--- src/rtl/segasys1_snd_pkg.sv ---
// Shared definitions for the Sega System 1 main-to-sound command path.
package segasys1_snd_pkg;

  // NMI handshake states on the sound-board side.
  typedef enum logic [1:0] {
    NMI_IDLE    = 2'd0,
    NMI_PULSE   = 2'd1,
    NMI_WAIT_RD = 2'd2,
    NMI_GAP     = 2'd3
  } nmi_state_e;

  // Default command queue depth (log2) and NMI pulse/gap length in CLK48M cycles.
  localparam int DEF_DEPTH_LOG2 = 2;
  localparam int DEF_NMI_LEN    = 96;

  // Main CPU I/O port that generates SNDRQ (decoded on the main board).
  localparam logic [4:0] SNDCMD_PORT = 5'h18;

endpackage

--- src/rtl/segasys1_cmdfifo.sv ---
// Small synchronous command FIFO with head output, occupancy count and a
// register holding the most recently popped byte. A push into a full FIFO
// is accepted only when a pop happens on the same edge; a pop while empty
// is ignored.
module segasys1_cmdfifo
  import segasys1_snd_pkg::*;
#(
  parameter int DEPTH_LOG2 = DEF_DEPTH_LOG2
) (
  input  logic                  clk,
  input  logic                  rst_n,
  input  logic                  push,
  input  logic                  pop,
  input  logic [7:0]            din,
  output logic [7:0]            dout,
  output logic [DEPTH_LOG2:0]   count,
  output logic                  full,
  output logic                  empty,
  output logic [7:0]            last_rd
);

  localparam int DEPTH = 1 << DEPTH_LOG2;
  localparam logic [DEPTH_LOG2:0]   CNT_FULL = {1'b1, {DEPTH_LOG2{1'b0}}};
  localparam logic [DEPTH_LOG2:0]   CNT_ZERO = {(DEPTH_LOG2 + 1){1'b0}};
  localparam logic [DEPTH_LOG2:0]   CNT_ONE  = (DEPTH_LOG2 + 1)'(32'd1);
  localparam logic [DEPTH_LOG2-1:0] PTR_ONE  = DEPTH_LOG2'(32'd1);

  logic [7:0]            mem_r [DEPTH];
  logic [DEPTH_LOG2-1:0] wr_ptr_r;
  logic [DEPTH_LOG2-1:0] rd_ptr_r;
  logic [DEPTH_LOG2:0]   count_r;
  logic [DEPTH_LOG2:0]   count_nx_s;
  logic [7:0]            last_rd_r;
  logic                  pop_ok_s;
  logic                  push_ok_s;
  logic                  full_s;
  logic                  empty_s;

  assign full_s    = (count_r == CNT_FULL);
  assign empty_s   = (count_r == CNT_ZERO);
  assign pop_ok_s  = pop & ~empty_s;
  // A simultaneous pop frees the slot, so a push into a full FIFO still lands.
  assign push_ok_s = push & (~full_s | pop_ok_s);

  // Next occupancy from the qualified push/pop pair.
  always_comb begin
    count_nx_s = count_r;
    case ({push_ok_s, pop_ok_s})
      2'b10:   count_nx_s = count_r + CNT_ONE;
      2'b01:   count_nx_s = count_r - CNT_ONE;
      default: count_nx_s = count_r;
    endcase
  end

  // Storage array write.
  always_ff @(posedge clk or negedge rst_n) begin
    if (!rst_n) begin
      for (int i = 0; i < DEPTH; i++) begin
        mem_r[i] <= 8'h00;
      end
    end else if (push_ok_s) begin
      mem_r[wr_ptr_r] <= din;
    end
  end

  // Pointers, occupancy and last-popped byte.
  always_ff @(posedge clk or negedge rst_n) begin
    if (!rst_n) begin
      wr_ptr_r  <= {DEPTH_LOG2{1'b0}};
      rd_ptr_r  <= {DEPTH_LOG2{1'b0}};
      count_r   <= CNT_ZERO;
      last_rd_r <= 8'h00;
    end else begin
      count_r <= count_nx_s;
      if (push_ok_s) begin
        wr_ptr_r <= wr_ptr_r + PTR_ONE;
      end
      if (pop_ok_s) begin
        rd_ptr_r  <= rd_ptr_r + PTR_ONE;
        last_rd_r <= mem_r[rd_ptr_r];
      end
    end
  end

  assign dout    = mem_r[rd_ptr_r];
  assign count   = count_r;
  assign full    = full_s;
  assign empty   = empty_s;
  assign last_rd = last_rd_r;

endmodule

--- src/rtl/segasys1_sndcmd_rx.sv ---
// Sound-board receiver for main CPU sound commands: synchronises SNDRQ,
// queues one CPUDO byte per request, raises one fixed-length NMI per queued
// command and pops the head byte at the end of each sound CPU latch read.
module segasys1_sndcmd_rx
  import segasys1_snd_pkg::*;
#(
  parameter int DEPTH_LOG2 = DEF_DEPTH_LOG2,
  parameter int NMI_LEN    = DEF_NMI_LEN
) (
  input  logic                CLK48M,
  input  logic                RESETn,
  input  logic                SNDRQ,
  input  logic [7:0]          CPUDO,
  input  logic                SCPU_RD,
  output logic [7:0]          SCPU_DO,
  output logic                SNDNMI,
  output logic                SNDRDY,
  output logic [DEPTH_LOG2:0] CMDCNT,
  output logic                OVF
);

  localparam int CNT_W = (NMI_LEN > 2) ? $clog2(NMI_LEN) : 1;
  localparam logic [CNT_W-1:0] CNT_LOAD = CNT_W'(NMI_LEN - 1);
  localparam logic [CNT_W-1:0] CNT_ZERO = {CNT_W{1'b0}};
  localparam logic [CNT_W-1:0] CNT_ONE  = CNT_W'(32'd1);

  logic             rq_s1_r;
  logic             rq_s2_r;
  logic             rd_d_r;
  logic             rq_edge_s;
  logic             pop_s;
  logic             rdy_s;
  logic             full_s;
  logic             empty_s;
  logic [7:0]       head_s;
  logic [7:0]       last_rd_s;
  logic             ovf_r;
  logic             nmi_r;
  nmi_state_e       state_r;
  nmi_state_e       state_nx_s;
  logic [CNT_W-1:0] cnt_r;
  logic [CNT_W-1:0] cnt_nx_s;
  logic             pend_r;
  logic             pend_nx_s;

  assign rdy_s     = ~empty_s;
  assign rq_edge_s = rq_s1_r & ~rq_s2_r;
  // Falling edge of the read strobe ends the latch read and consumes the head.
  assign pop_s     = rd_d_r & ~SCPU_RD & rdy_s;

  // Two-flop SNDRQ synchroniser and read-strobe delay.
  always_ff @(posedge CLK48M or negedge RESETn) begin
    if (!RESETn) begin
      rq_s1_r <= 1'b0;
      rq_s2_r <= 1'b0;
      rd_d_r  <= 1'b0;
    end else begin
      rq_s1_r <= SNDRQ;
      rq_s2_r <= rq_s1_r;
      rd_d_r  <= SCPU_RD;
    end
  end

  segasys1_cmdfifo #(
    .DEPTH_LOG2 (DEPTH_LOG2)
  ) u_fifo (
    .clk     (CLK48M),
    .rst_n   (RESETn),
    .push    (rq_edge_s),
    .pop     (pop_s),
    .din     (CPUDO),
    .dout    (head_s),
    .count   (CMDCNT),
    .full    (full_s),
    .empty   (empty_s),
    .last_rd (last_rd_s)
  );

  // Sticky overflow: a request lost because the queue was full and not draining.
  always_ff @(posedge CLK48M or negedge RESETn) begin
    if (!RESETn) begin
      ovf_r <= 1'b0;
    end else if (rq_edge_s & full_s & ~pop_s) begin
      ovf_r <= 1'b1;
    end
  end

  // NMI sequencing: pulse, wait for the read, enforce a low gap, repeat.
  always_comb begin
    state_nx_s = state_r;
    cnt_nx_s   = cnt_r;
    pend_nx_s  = pend_r;
    case (state_r)
      NMI_IDLE: begin
        pend_nx_s = 1'b0;
        if (rdy_s) begin
          state_nx_s = NMI_PULSE;
          cnt_nx_s   = CNT_LOAD;
        end else begin
          state_nx_s = NMI_IDLE;
        end
      end
      NMI_PULSE: begin
        if (cnt_r == CNT_ZERO) begin
          pend_nx_s = 1'b0;
          // A read that already arrived during the pulse skips the wait.
          if (pend_r | pop_s) begin
            state_nx_s = NMI_GAP;
            cnt_nx_s   = CNT_LOAD;
          end else begin
            state_nx_s = NMI_WAIT_RD;
          end
        end else begin
          cnt_nx_s = cnt_r - CNT_ONE;
          if (pop_s) begin
            pend_nx_s = 1'b1;
          end else begin
            pend_nx_s = pend_r;
          end
        end
      end
      NMI_WAIT_RD: begin
        if (pop_s) begin
          state_nx_s = NMI_GAP;
          cnt_nx_s   = CNT_LOAD;
        end else begin
          state_nx_s = NMI_WAIT_RD;
        end
      end
      NMI_GAP: begin
        if (cnt_r == CNT_ZERO) begin
          state_nx_s = NMI_IDLE;
        end else begin
          cnt_nx_s = cnt_r - CNT_ONE;
        end
      end
      default: begin
        state_nx_s = NMI_IDLE;
        cnt_nx_s   = CNT_ZERO;
        pend_nx_s  = 1'b0;
      end
    endcase
  end

  // NMI state, counter and registered NMI output (high exactly in PULSE).
  always_ff @(posedge CLK48M or negedge RESETn) begin
    if (!RESETn) begin
      state_r <= NMI_IDLE;
      cnt_r   <= CNT_ZERO;
      pend_r  <= 1'b0;
      nmi_r   <= 1'b0;
    end else begin
      state_r <= state_nx_s;
      cnt_r   <= cnt_nx_s;
      pend_r  <= pend_nx_s;
      nmi_r   <= (state_nx_s == NMI_PULSE);
    end
  end

  assign SCPU_DO = rdy_s ? head_s : last_rd_s;
  assign SNDNMI  = nmi_r;
  assign SNDRDY  = rdy_s;
  assign OVF     = ovf_r;

endmodule

--- config.mk ---
export PLATFORM = sky130hd
export DESIGN_NAME = segasys1_sndcmd_rx
export DESIGN_NICKNAME = d
export VERILOG_FILES = /design/src/rtl/segasys1_snd_pkg.sv /design/src/rtl/segasys1_cmdfifo.sv /design/src/rtl/segasys1_sndcmd_rx.sv
export SDC_FILE = /design/constraint.sdc
export NUM_CORES = 1
export LEC_CHECK = 0
export CORE_MARGIN = 10
export CORE_UTILIZATION = 55
export CTS_CLUSTER_DIAMETER = 30
export DETAILED_ROUTE_END_ITERATION = 8
export HOLD_SLACK_MARGIN = 0.08
export PLACE_DENSITY = 0.82
export SLEW_MARGIN = 40
export SYNTH_ARGS = -nofsm -noshare
export SYNTH_HDL_FRONTEND = slang
export SYNTH_SLANG_ARGS = --single-unit
--- constraint.sdc ---
create_clock -name CLK48M -period 4.4 [get_ports CLK48M]
set_input_delay 0.44 -clock CLK48M [delete_from_list [all_inputs] [get_ports CLK48M]]
set_output_delay 0.44 -clock CLK48M [all_outputs]
set_load 0.02 [all_outputs]
# Word level (Yosys, flattened, before mapping)

Cells that the tools add are included.

$add $sub $neg: 5
Magnitude comparators: 3
Equal/unequal tests: 12
Muxes and demuxes: 23
Bitwise logic cells: 16
Reductions and logical operators: 8

Operators by type and width:

| operator                                             | number |
|---|---|
| 2-to-1 mux 7 bit                                     | 5 |
| bitwise mux 32 bit                                   | 1 |
| 2-to-1 mux 8 bit                                     | 4 |
| case mux 7 bit (4 select lines)                      | 1 |
| binary-select mux 8 bit (select 2 bit)               | 1 |
| demux 8 bit (select 2 bit)                           | 1 |
| case mux 2 bit (4 select lines)                      | 1 |
| AND 1 bit                                            | 7 |
| zero test 7 bit                                      | 1 |
| subtractor 7 x 1 -> 7 bit (second input constant)    | 1 |
| equality test 2 x 1 -> 1 bit (second input constant) | 3 |
| equality test 2 bit (second input constant)          | 3 |
| >= comparator 3 bit (second input constant)          | 2 |
| != test 2 bit (second input constant)                | 3 |
| != test 3 bit (second input constant)                | 2 |
| NOT 2 -> 3 bit                                       | 2 |
| case mux 3 bit (2 select lines)                      | 1 |
| 2-to-1 mux 1 bit                                     | 5 |
| NOT 1 bit                                            | 5 |
| adder 2 x 1 -> 2 bit (second input constant)         | 2 |
| 2-to-1 mux 2 bit                                     | 2 |
| AND reduction 4 bit                                  | 1 |
| nonzero test 2 bit                                   | 2 |
| adder 3 x 1 -> 3 bit (second input constant)         | 1 |
| other kinds (9)                                      | 10 |

Bits in registers: 62
Output and inout port bits: 14
Word-level logic and storage cells: 83

# Logic depth before layout (Yosys ltp)

Gate-level depths: netlist of run 1.

Depth after elaboration: 8
Gate-level depth with buffers: 9
Depth with buffers taken out: 9

# Modules after synthesis

Synthesis of run 1 repeated with hierarchy kept, for this count alone.

Cells, all modules: 224
Area, all modules: 2931.6 sq um

Modules (own cells, without submodules):

| module             | instances | cells an instance | area each (sq um) |
|---|---|---|---|
| segasys1_cmdfifo   | 1         | 149               | 2112.0 |
| segasys1_sndcmd_rx | 1         | 75                | 819.5 |

# Worst setup path after synthesis of run 1

No wires, ideal clock.

Path kind: input port to flip-flop
Start: input port SCPU_RD
End: register u_fifo.count_r[2] (netlist: u_fifo.count[2])
Library setup time: 0.136 ns
Arrival time: 2.009 ns
Data required time: 4.264 ns
Path slack: 2.254 ns
Cell stages on the path: 9
Path buffers: 0
Path through: nand2b_1 > a311oi_4 > inv_1 > ha_1 > inv_1 > fa_1 > xor2_1 > nor2_1 > xor2_1

Cells in the longest elaborated chain, start to end: 8
Elaborated cells on any way between the ends: 10

RTL lines:

| element                                                               | line                     | source |
|---|---|---|
| start, declared                                                       | segasys1_sndcmd_rx.sv:14 | `input logic SCPU_RD,` |
| NOT 1 bit (*)                                                         | segasys1_sndcmd_rx.sv:49 | `assign pop_s = rd_d_r & ~SCPU_RD & rdy_s;` |
| AND 1 bit (*) (2 in a row)                                            | segasys1_sndcmd_rx.sv:49 |  |
| AND 1 bit (*)                                                         | segasys1_cmdfifo.sv:41   | `assign pop_ok_s = pop & ~empty_s;` |
| OR 1 bit                                                              | segasys1_cmdfifo.sv:43   | `assign push_ok_s = push & (~full_s \| pop_ok_s);` |
| AND 1 bit                                                             | segasys1_cmdfifo.sv:43   |  |
| equality test 2 x 1 -> 1 bit or equality test 2 bit (tied branches)   | segasys1_cmdfifo.sv:48   | `case ({push_ok_s, pop_ok_s})` |
| case mux 3 bit (2 select lines) or nonzero test 2 bit (tied branches) | -                        |  |
| end signal, assigned                                                  | segasys1_cmdfifo.sv:74   | `count_r <= count_nx_s;` |
| end, declared                                                         | segasys1_cmdfifo.sv:31   | `logic [DEPTH_LOG2:0] count_r;` |

Every way passes the cells marked *; elsewhere a longest branch is shown, timed or not.
A chain may end at the register's enable or synchronous reset.

# Worst setup path after layout of run 1

Start: register u_fifo.rd_ptr_r[0]
End: output port SCPU_DO[0]

Cells in the longest elaborated chain, start to end: 5

RTL lines:

| element                                             | line                      | source |
|---|---|---|
| start, declared                                     | segasys1_cmdfifo.sv:30    | `logic [DEPTH_LOG2-1:0] rd_ptr_r;` |
| start signal, assigned                              | segasys1_cmdfifo.sv:70    | `rd_ptr_r <= {DEPTH_LOG2{1'b0}};` |
| start signal, assigned                              | segasys1_cmdfifo.sv:79    | `rd_ptr_r <= rd_ptr_r + PTR_ONE;` |
| NOT 2 -> 3 bit (not written as such)                | segasys1_cmdfifo.sv:85    | `assign dout = mem_r[rd_ptr_r];` |
| binary-select mux 8 bit (select 2 bit)              | segasys1_cmdfifo.sv:85    |  |
| 2-to-1 mux 8 bit (not written as such) (2 in a row) | segasys1_cmdfifo.sv:85    |  |
| 2-to-1 mux 8 bit                                    | segasys1_sndcmd_rx.sv:160 | `assign SCPU_DO = rdy_s ? head_s : last_rd_s;` |
| end, declared                                       | segasys1_sndcmd_rx.sv:15  | `output logic [7:0] SCPU_DO,` |

Every way passes these cells. The select of a mux whose other input is x is not followed.

==> results of run 1 <==
cells by family after synthesis:
family	share of synthesized area, %
AOI/OAI and AO/OA	4.82
xor gates and xnor gates	2.45
adders and majority gates	4.12
buffers and inverters	2.06
DFF	54.4
muxes	25.6
and+or+nand+nor	6.58
registers in the layout, summed over array words and instances (netlist names), 2 cells and up:
register,flops
u_fifo.rd_ptr_r,2
u_fifo.count,3
u_fifo.mem_r,32
state_r,2
u_fifo.last_rd,8
cnt_r,7
u_fifo.wr_ptr_r,2
worst max-delay path, stage by stage, from the launching register on:
cell             delay, ns
dfrtp_1               0.74
mux4_2                0.59
mux2_2                0.29
clkdlybuf4s50_1       0.55
layout make-up:
class	instances	area [sq um]
Inverter	10	37.5
Sequential cell	62	1550
Clock inverter	5	33.8
Multi-Input combinational cell	128	1250
Clock buffer	11	151
Timing Repair Buffer	27	264
Tap cell	70	87.6
Fill cell	385	1700
where the power goes:
group	leakage [nW]	internal [mW]	total (mW)	switching, mW
Sequential	0.746	0.792	0.965	0.172
Combinational	0.628	0.581	0.993	0.413
Clock	0.0913	0.233	0.452	0.218
path summary, 6_finish.rpt:
kind	from	to	slack, ns	depth (start not counted)
worst min-delay path	RESETn	rq_s2_r	0.16	2
worst min register to register	rq_s1_r	rq_s2_r	0.40	0
max in group asynchronous	RESETn	cnt_r[4]	3.85	2
worst max-delay path	u_fifo.rd_ptr_r[0]	SCPU_DO[0]	1.45	3
min in group CLK48M	rq_s1_r	rq_s2_r	0.40	0
worst max register to register	u_fifo.count[2]	u_fifo.count[2]	1.91	9
cells in the final DEF (no fill, tap or decap), drive strengths merged, types with 2 or more instances in the layout:
cell type      instances
a31oi                  3
inv                   10
or3                    2
buf                    3
mux4                   8
ha                     7
nand2                 13
nor3                   3
xor2                   4
mux2                  48
a21oi                  5
clkinv                 3
o21ai                  3
clkinvlp               2
nor2                   9
nor2b                  3
clkbuf                11
clkdlybuf4s50         24
nand2b                 3
xnor2                  4
dfrtp                 62
metal layers:
metal	GRT usage (%)	vias to the layer above	part of all wire [%]
met2	23.6	28	52
met4	5.66	0	1.3
li1	-	797	-
met5	0	-	0
met1	15.4	876	42
met3	6.28	10	4.8
==> out/metrics.yaml, run 1 <==
sta:
  tightest_slew_ns: 0.625
  hold_viol_final: 0
  skew_ns: 0.00857
  slew_viol_final: 0
  slew_headroom_pct: 58.3
  rsz0062_at_grt: "false"
  finalCritPeriodShare_pct: 67.2
  setup_ws_ns: 1.45
  setup_viol: 0
  fmax_mhz: 338
  min_period_ns: 2.95
  tns_ns: 0
  hold_slack_ns: 0.161
flow_run:
  maxCapViolations: 0
clock_tree:
  insertion_delay_ns: 0.34
  hold_buffers: 0
  cts_buffers: 9
  cts.sinks: 62
  clock_path_buffers: 2
  cts_htree_levels: 3
  post_cts_resize_count: 0
  path_clk_slew_ns: 0.07
  cts_tree: "yes"
  post_cts_buffers: 0
  cts_root_buf: "clkbuf_8"
die:
  core_area_sq_mm: 0.00507
  rows: 26
  die_w_um: 92.0
  initial_core_util_pct: 56.2
  ioPinCount: 26
  die_area_sq_mm: 0.00847
  die_y_um: 92.0
synthesis:
  synth-edff-count: 0
  yosys-top-cells-area: "dfrtp_1, mux2_2, mux4_2"
  yosysMostFrequentCell: "dfrtp_1"
  ys_seq_elements: 62
  async_reset_ff_share_pct: 100
  synthTopCellsByCount: "dfrtp_1, mux2_2, inv_1, nand2_1, nor2_1"
  synth_cells: 205
  ys.flop_type: "dfrtp_1"
  avgSynthCellArea_sq_um: 13.9
  yosys.cell_types.count: 34
  ys_seq_area_share_pct: 54.4
  synth_top_area_share_pct: 54.4
  synthesis.area_sq_mm: 0.00285
  yosys_warnings: 0
  synth_top_cell_by_area: "dfrtp_1"
  syn_nets: 225
global_route:
  grt_pass1_vias: 1845
  grt.total_usage_pct: 14.1
  grt_overflow: 0
  grt_max_degree: 63
  grt_pass1_wl_um: 9270
  grt_antenna_before_repair: 0
finish:
  antennaDiodeCount: 0
  syn2layout_area_growth_pct: 18.3
  final_util_pct: 66.5
  layout-drive-gt1-share_pct: 34.2
  fin_area_sq_mm: 0.00338
  final_nets: 258
  instances_no_fill: 313
detailed_routing:
  wl_per_cell_um: 17.5
  vias: 1711
  vias_per_cell: 5.47
  drtIter0Drc: 48
  wirelength_um: 5490
  ant_nets: 0
  drtPass1Iterations: 4
  drc: 0
power_and_ir_drop:
  peakVddDrop_v: 0.000433
  power_leakage_nw: 1.47
  cellPowerDensity_mw_per_mm2: 714
  power_mw: 2.41
critical_path:
  worstSetupEndpointType: "primary output"
  critPathRequiredTime_ns: 3.96
  critPathKind: "register to primary output"
  start_kind: "register"
  crit_fanout: 10
  crit_arrival_ns: 2.51
placed_design:
  dp.cells: 297
  postPlaceCellArea_sq_mm: 0.00319
  io_buffers: 25
  place.gp.congestion: 0.786
  hpwl_um: 3670
  preCtsSetupSlack_ns: 1.45
status:
  status: "finished, final reports clean"
hold_path:
  holdCritPathClass: "primary input to async pin"
(Power assumes the default switching activity.)
==> run 2, diff against run 1 <==
--- a/config.mk
+++ b/config.mk
@@ -6,11 +6,11 @@
 export NUM_CORES = 1
 export LEC_CHECK = 0
 export CORE_MARGIN = 10
-export CORE_UTILIZATION = 55
+export CORE_UTILIZATION = 51
 export CTS_CLUSTER_DIAMETER = 30
 export DETAILED_ROUTE_END_ITERATION = 8
 export HOLD_SLACK_MARGIN = 0.08
-export PLACE_DENSITY = 0.82
+export PLACE_DENSITY = 0.8
 export SLEW_MARGIN = 40
 export SYNTH_ARGS = -nofsm -noshare
 export SYNTH_HDL_FRONTEND = slang
==> constraint.sdc (replaced) <==
create_clock -name CLK48M -period 2.7 [get_ports CLK48M]
set_input_delay 0.27 -clock CLK48M [delete_from_list [all_inputs] [get_ports CLK48M]]
set_output_delay 0.27 -clock CLK48M [all_outputs]
set_load 0.02 [all_outputs]
==> out/metrics.yaml, run 2 (same netlist as run 1, synthesis figures left out) <==
critical_path:
  slowest_stage: "clkdlybuf4s50_1"
  worstSetupEndpoint: "SCPU_DO[2]"
  start_kind: "register"
  reg2regPathDepth: 9
  slowest_delay_ns: 0.54
  critPathKind: "register to primary output"
  rr_startpoint: "u_fifo.count[2]"
  path_cells: "buf_4, mux4_2, mux2_2, clkdlybuf4s50_1"
  crit_fanout: 7
  critPathLaunch: "u_fifo.rd_ptr_r[0]"
  rrSetupSlack_ns: 0.67
  critPathRequiredTime_ns: 2.43
  crit_arrival_ns: 2.23
  r2r-end: "u_fifo.count[2]"
  worstSetupEndpointType: "primary output"
detailed_routing:
  ant_nets: 0
  vias_per_cell: 5.30
  drtIter0Drc: 96
  wl_per_cell_um: 16.2
  vias: 1701
  drtPass1Iterations: 4
  wirelength_um: 5190
  drc: 0
power_and_ir_drop:
  cellPowerDensity_mw_per_mm2: 1200
  peakVddDrop_v: 0.000734
  power_leakage_nw: 1.52
status:
  status: "finished, final reports clean"
sta:
  fmax_mhz: 400
  rsz0062_at_grt: "false"
  slew_viol_final: 0
  setup_viol: 0
  skew_ns: 0.00745
  tns_ns: 0
  finalCritPeriodShare_pct: 92.6
  tightest_slew_ns: 0.631
  min_period_ns: 2.50
  slew_headroom_pct: 58.0
  hold_viol_final: 0
clock_tree:
  cts_htree_levels: 3
  cts_tree: "yes"
  clock_path_buffers: 2
  post_cts_resize_count: 0
  cts_buffers: 9
  cts_root_buf: "clkbuf_8"
  post_cts_buffers: 0
  insertion_delay_ns: 0.33
  path_clk_slew_ns: 0.07
  cts.sinks: 62
finish:
  top_register: "u_fifo.mem_r"
  final_nets: 264
  largest_register_ffs: 32
  syn2layout_area_growth_pct: 22.1
  layout-drive-gt1-share_pct: 34.5
  antennaDiodeCount: 0
  instances_no_fill: 321
  mostFrequentLayoutCells: "dfrtp_1, mux2_2, clkdlybuf4s50_1, inv_1, clkbuf_8"
  mostFrequentLayoutCell: "dfrtp_1"
placed_design:
  io_buffers: 25
  place.gp.congestion: 0.795
  dp.cells: 304
  hpwl_um: 3530
global_route:
  grt_pass1_wl_um: 8850
  busiest_layer: "met2"
  grtUsageMet1_pct: 15.4
  grt_antenna_before_repair: 0
  grt_util_met3_pct: 5.63
  grt_max_degree: 29
  grt_pass1_vias: 1820
  grt_overflow: 0
  grt.total_usage_pct: 12.8
  use_met2_pct: 20.5
flow_run:
  maxCapViolations: 0
die:
  die_y_um: 94.8
  die_area_sq_mm: 0.00899
  core_area_sq_mm: 0.00547
  die_w_um: 94.8
  rows: 27
  ioPinCount: 26
  initial_core_util_pct: 52.1
hold_path:
  holdCritPathClass: "primary input to register"
==> run 2: cell types whose count changed in the layout (fill, tap and decap cells not counted), sizes merged <==
| cell | delta |
|---|---|
| dlygate4sd3 | +1 |
| buf | +5 |
| clkinv | -2 |
| clkinvlp | -1 |
| bufinv | +3 |
==> run 2: critical path, delay by kind of cell (launching register included) <==
kind,cells,cell delay [ns]
mux,2,0.81
buf+inv,2,0.73
flops,1,0.35
==> run 2: per-layer routing <==
layer | part of all wire [%] | wire length, um | vias to the layer above
met2 | 49 | 2540 | 28
li1 | - | - | 814
met1 | 44 | 2300 | 854
met5 | 0 | 0 | -
met3 | 5.6 | 288 | 5
met4 | 1.1 | 59 | 0
==> run 2: worst min path at each step <==
stage            from      end  slack [ns]  depth (start not counted)
4_1_cts         SNDRQ  rq_s1_r        0.38                          1
2_1_floorplan  RESETn      OVF       -0.03                          0
6_report        SNDRQ  rq_s1_r        0.39                          1
5_1_grt         SNDRQ  rq_s1_r        0.38                          1
3_5_place_dp   RESETn  rq_s2_r        0.33                          1
3_3_place_gp   RESETn  rq_s1_r        0.32                          1
==> run 2: cell type report <==
| type | instances | area [sq um] |
|---|---|---|
| fill | 448 | 1990 |
| sequential | 62 | 1550 |
| multi-input combinational | 128 | 1250 |
| timing repair buffer | 33 | 308 |
| clock buffer | 11 | 141 |
| clock inverter | 5 | 106 |
| tap | 72 | 90.1 |
| inverter | 10 | 37.5 |
==> run 2: power breakdown <==
part | switching [mW] | internal (mW)
logic | 0.702 | 0.971
registers | 0.227 | 1.29
clock network | 0.353 | 0.640
total | 1.28 | 2.90
==> run 2: what timing repair did <==
item                                    CTS  global route
hold buffers                              1             0
hold endpoints to repair                 26             0
endpoints found under the setup margin    0             0
==> run 2: stage by stage <==
step                      setup WS, ns  instance area [sq um]  total power, mW  util (%)  hold WS (ns)
after global placement           0.444                   3230             3.18      58.9         0.320
final                            0.200                   3480             4.18      63.6         0.389
after global routing            0.0957                   3480             4.45      63.6         0.378
after floorplan                  0.603                   2850             2.61         -       -0.0256
after CTS                        0.157                   3480             4.25      63.6         0.381
after detailed placement         0.387                   3230             3.23      58.9         0.327
==> run 3, diff against run 2 <==
--- a/config.mk
+++ b/config.mk
@@ -6,11 +6,12 @@
 export NUM_CORES = 1
 export LEC_CHECK = 0
 export CORE_MARGIN = 10
-export CORE_UTILIZATION = 51
+export CORE_UTILIZATION = 55
 export CTS_CLUSTER_DIAMETER = 30
 export DETAILED_ROUTE_END_ITERATION = 8
+export DONT_BUFFER_PORTS = 1
 export HOLD_SLACK_MARGIN = 0.08
-export PLACE_DENSITY = 0.8
+export PLACE_DENSITY = 0.78
 export SLEW_MARGIN = 40
 export SYNTH_ARGS = -nofsm -noshare
 export SYNTH_HDL_FRONTEND = slang
==> constraint.sdc (replaced) <==
create_clock -name CLK48M -period 2.3 [get_ports CLK48M]
set_input_delay 0.23 -clock CLK48M [delete_from_list [all_inputs] [get_ports CLK48M]]
set_output_delay 0.23 -clock CLK48M [all_outputs]
set_load 0.02 [all_outputs]
==> out/metrics.yaml, run 3 (same netlist as run 1, synthesis figures left out) <==
status:
  status: "finished, final reports clean"
detailed_routing:
  drtIter0Drc: 72
  ant_nets: 0
  wirelength_um: 5350
  vias_per_cell: 5.58
  wl_per_cell_um: 17.5
  vias: 1708
  drc: 0
  drtPass1Iterations: 4
critical_path:
  crit_arrival_ns: 1.78
  path_buf_inv: 2
  slowest_delay_ns: 0.43
  critPathLaunch: "u_fifo.count[1]"
  crit_fanout: 11
  start_kind: "register"
  rr_startpoint: "u_fifo.count[1]"
  rrSetupSlack_ns: 0.38
  crit_top_cell: "buf_4"
  slowest_stage: "mux2_2"
  critPathKind: "register to primary output"
  path_depth: 4
  worstSetupEndpointType: "primary output"
  path_cells: "buf_4, nor3_2, buf_4, mux2_2"
  reg2regPathDepth: 9
  critPathRequiredTime_ns: 2.07
  worstSetupEndpoint: "SCPU_DO[7]"
  r2r-end: "u_fifo.count[2]"
  cp_top_family: "buffers and inverters"
finish:
  nFillCells: 386
  mostFrequentLayoutCells: "dfrtp_1, mux2_2, clkbuf_8, dlygate4sd3_1, inv_1"
  mostFrequentLayoutCell: "dfrtp_1"
  final_nets: 251
  syn2layout_area_growth_pct: 17.6
  largest_register_ffs: 32
  layout-drive-gt1-share_pct: 36.9
  antennaDiodeCount: 0
  fin_area_sq_mm: 0.00336
  instances_no_fill: 306
  top_register: "u_fifo.mem_r"
die:
  rows: 26
  die_y_um: 92.0
  ioPinCount: 26
  initial_core_util_pct: 56.2
  die_area_sq_mm: 0.00847
  die_w_um: 92.0
  core_area_sq_mm: 0.00507
sta:
  rsz0062_at_grt: "false"
  min_period_ns: 2.01
  tightest_slew_ns: 0.504
  hold_viol_final: 0
  slew_viol_final: 0
  setup_viol: 0
  hold_slack_ns: 0.369
  skew_ns: 0.00397
  fmax_mhz: 497
  finalCritPeriodShare_pct: 87.4
  tns_ns: 0
  slew_headroom_pct: 66.4
power_and_ir_drop:
  power_leakage_nw: 1.48
  cellPowerDensity_mw_per_mm2: 1350
  peakVddDrop_v: 0.000672
  power_mw: 4.53
global_route:
  grt.total_usage_pct: 13.8
  grt_pass1_wl_um: 9200
  grt_pass1_vias: 1800
  grt_overflow: 0
  grt_antenna_before_repair: 0
  grt_max_degree: 63
placed_design:
  place.gp.congestion: 0.754
  hpwl_um: 3610
  io_buffers: 0
  postPlaceCellArea_sq_mm: 0.00299
  dp.cells: 278
flow_run:
  maxCapViolations: 0
clock_tree:
  cts_htree_levels: 3
  cts_root_buf: "clkbuf_8"
  insertion_delay_ns: 0.33
  cts_tree: "yes"
  path_clk_slew_ns: 0.06
  cts_buffers: 9
  clock_path_buffers: 2
  cts.sinks: 62
hold_path:
  holdCritPathClass: "primary input to register"
## run 3: cell types whose count changed in the layout (fill, tap and decap cells not counted), sizes merged
| cell | change |
|---|---|
| clkinvlp | -1 |
| bufinv | -1 |
| buf | +1 |
| dlygate4sd3 | +10 |
| clkdlybuf4s50 | -24 |
| clkbuf | +2 |
## run 3: how the worst min path moves through the flow
| stage | cells past startpoint | slack (ns) | to | from |
|---|---|---|---|---|
| floorplan | 0 | -0.07 | OVF | RESETn |
| global placement | 0 | -0.06 | rq_s2_r | RESETn |
| detailed placement | 0 | -0.06 | rq_s2_r | RESETn |
| CTS | 2 | 0.34 | OVF | SCPU_RD |
| global route | 2 | 0.40 | OVF | SCPU_RD |
| finish | 2 | 0.37 | OVF | SCPU_RD |
## run 3: stage by stage
stage	worst slack, ns	utilization, %
floorplan	0.203	-
global placement	0.465	58.8
detailed placement	0.391	58.8
CTS	0.258	66.1
global route	0.207	66.1
finish	0.290	66.1
## run 3: metal layers
metal  track usage [%]  vias up  routed length [um]
met5                 0        -                   0
met4              6.30        0                  57
met3              4.97        8                 266
met2              22.3       34                2700
met1              16.1      883                2330
li1                  -      783                   -
## run 3: what timing repair did
action,in CTS,in global routing
hold buffers,12,0
endpoints found under the hold margin,96,0
resized for setup,0,0
setup buffers,0,0
## run 3: cell type report
type	count	area (sq um)	share of cell area (%)
clock buffer	13	169	5.03
multi-input combinational	128	1250	37.2
timing repair buffer	20	198	5.89
tap	70	87.6	2.61
sequential	62	1550	46.2
clock inverter	3	65.1	1.94
inverter	10	37.5	1.12
## run 3: worst register-to-register path: stages, from the launching register on
cell and delay, ns:
dfrtp_1 0.38, nor2_1 0.23, a311oi_4 0.14, inv_1 0.08, ha_1 0.18, inv_1 0.06, fa_1 0.37, xor2_1 0.15
nor2_1 0.11, xor2_1 0.15
## run 3: report_power, final
group | leakage, nW | total, mW | switching (mW) | internal [mW]
Sequential | 0.746 | 1.78 | 0.260 | 1.52
Clock | 0.120 | 1.10 | 0.400 | 0.698
Combinational | 0.618 | 1.66 | 0.803 | 0.856
Total | 1.48 | 4.53 | 1.46 | 3.07
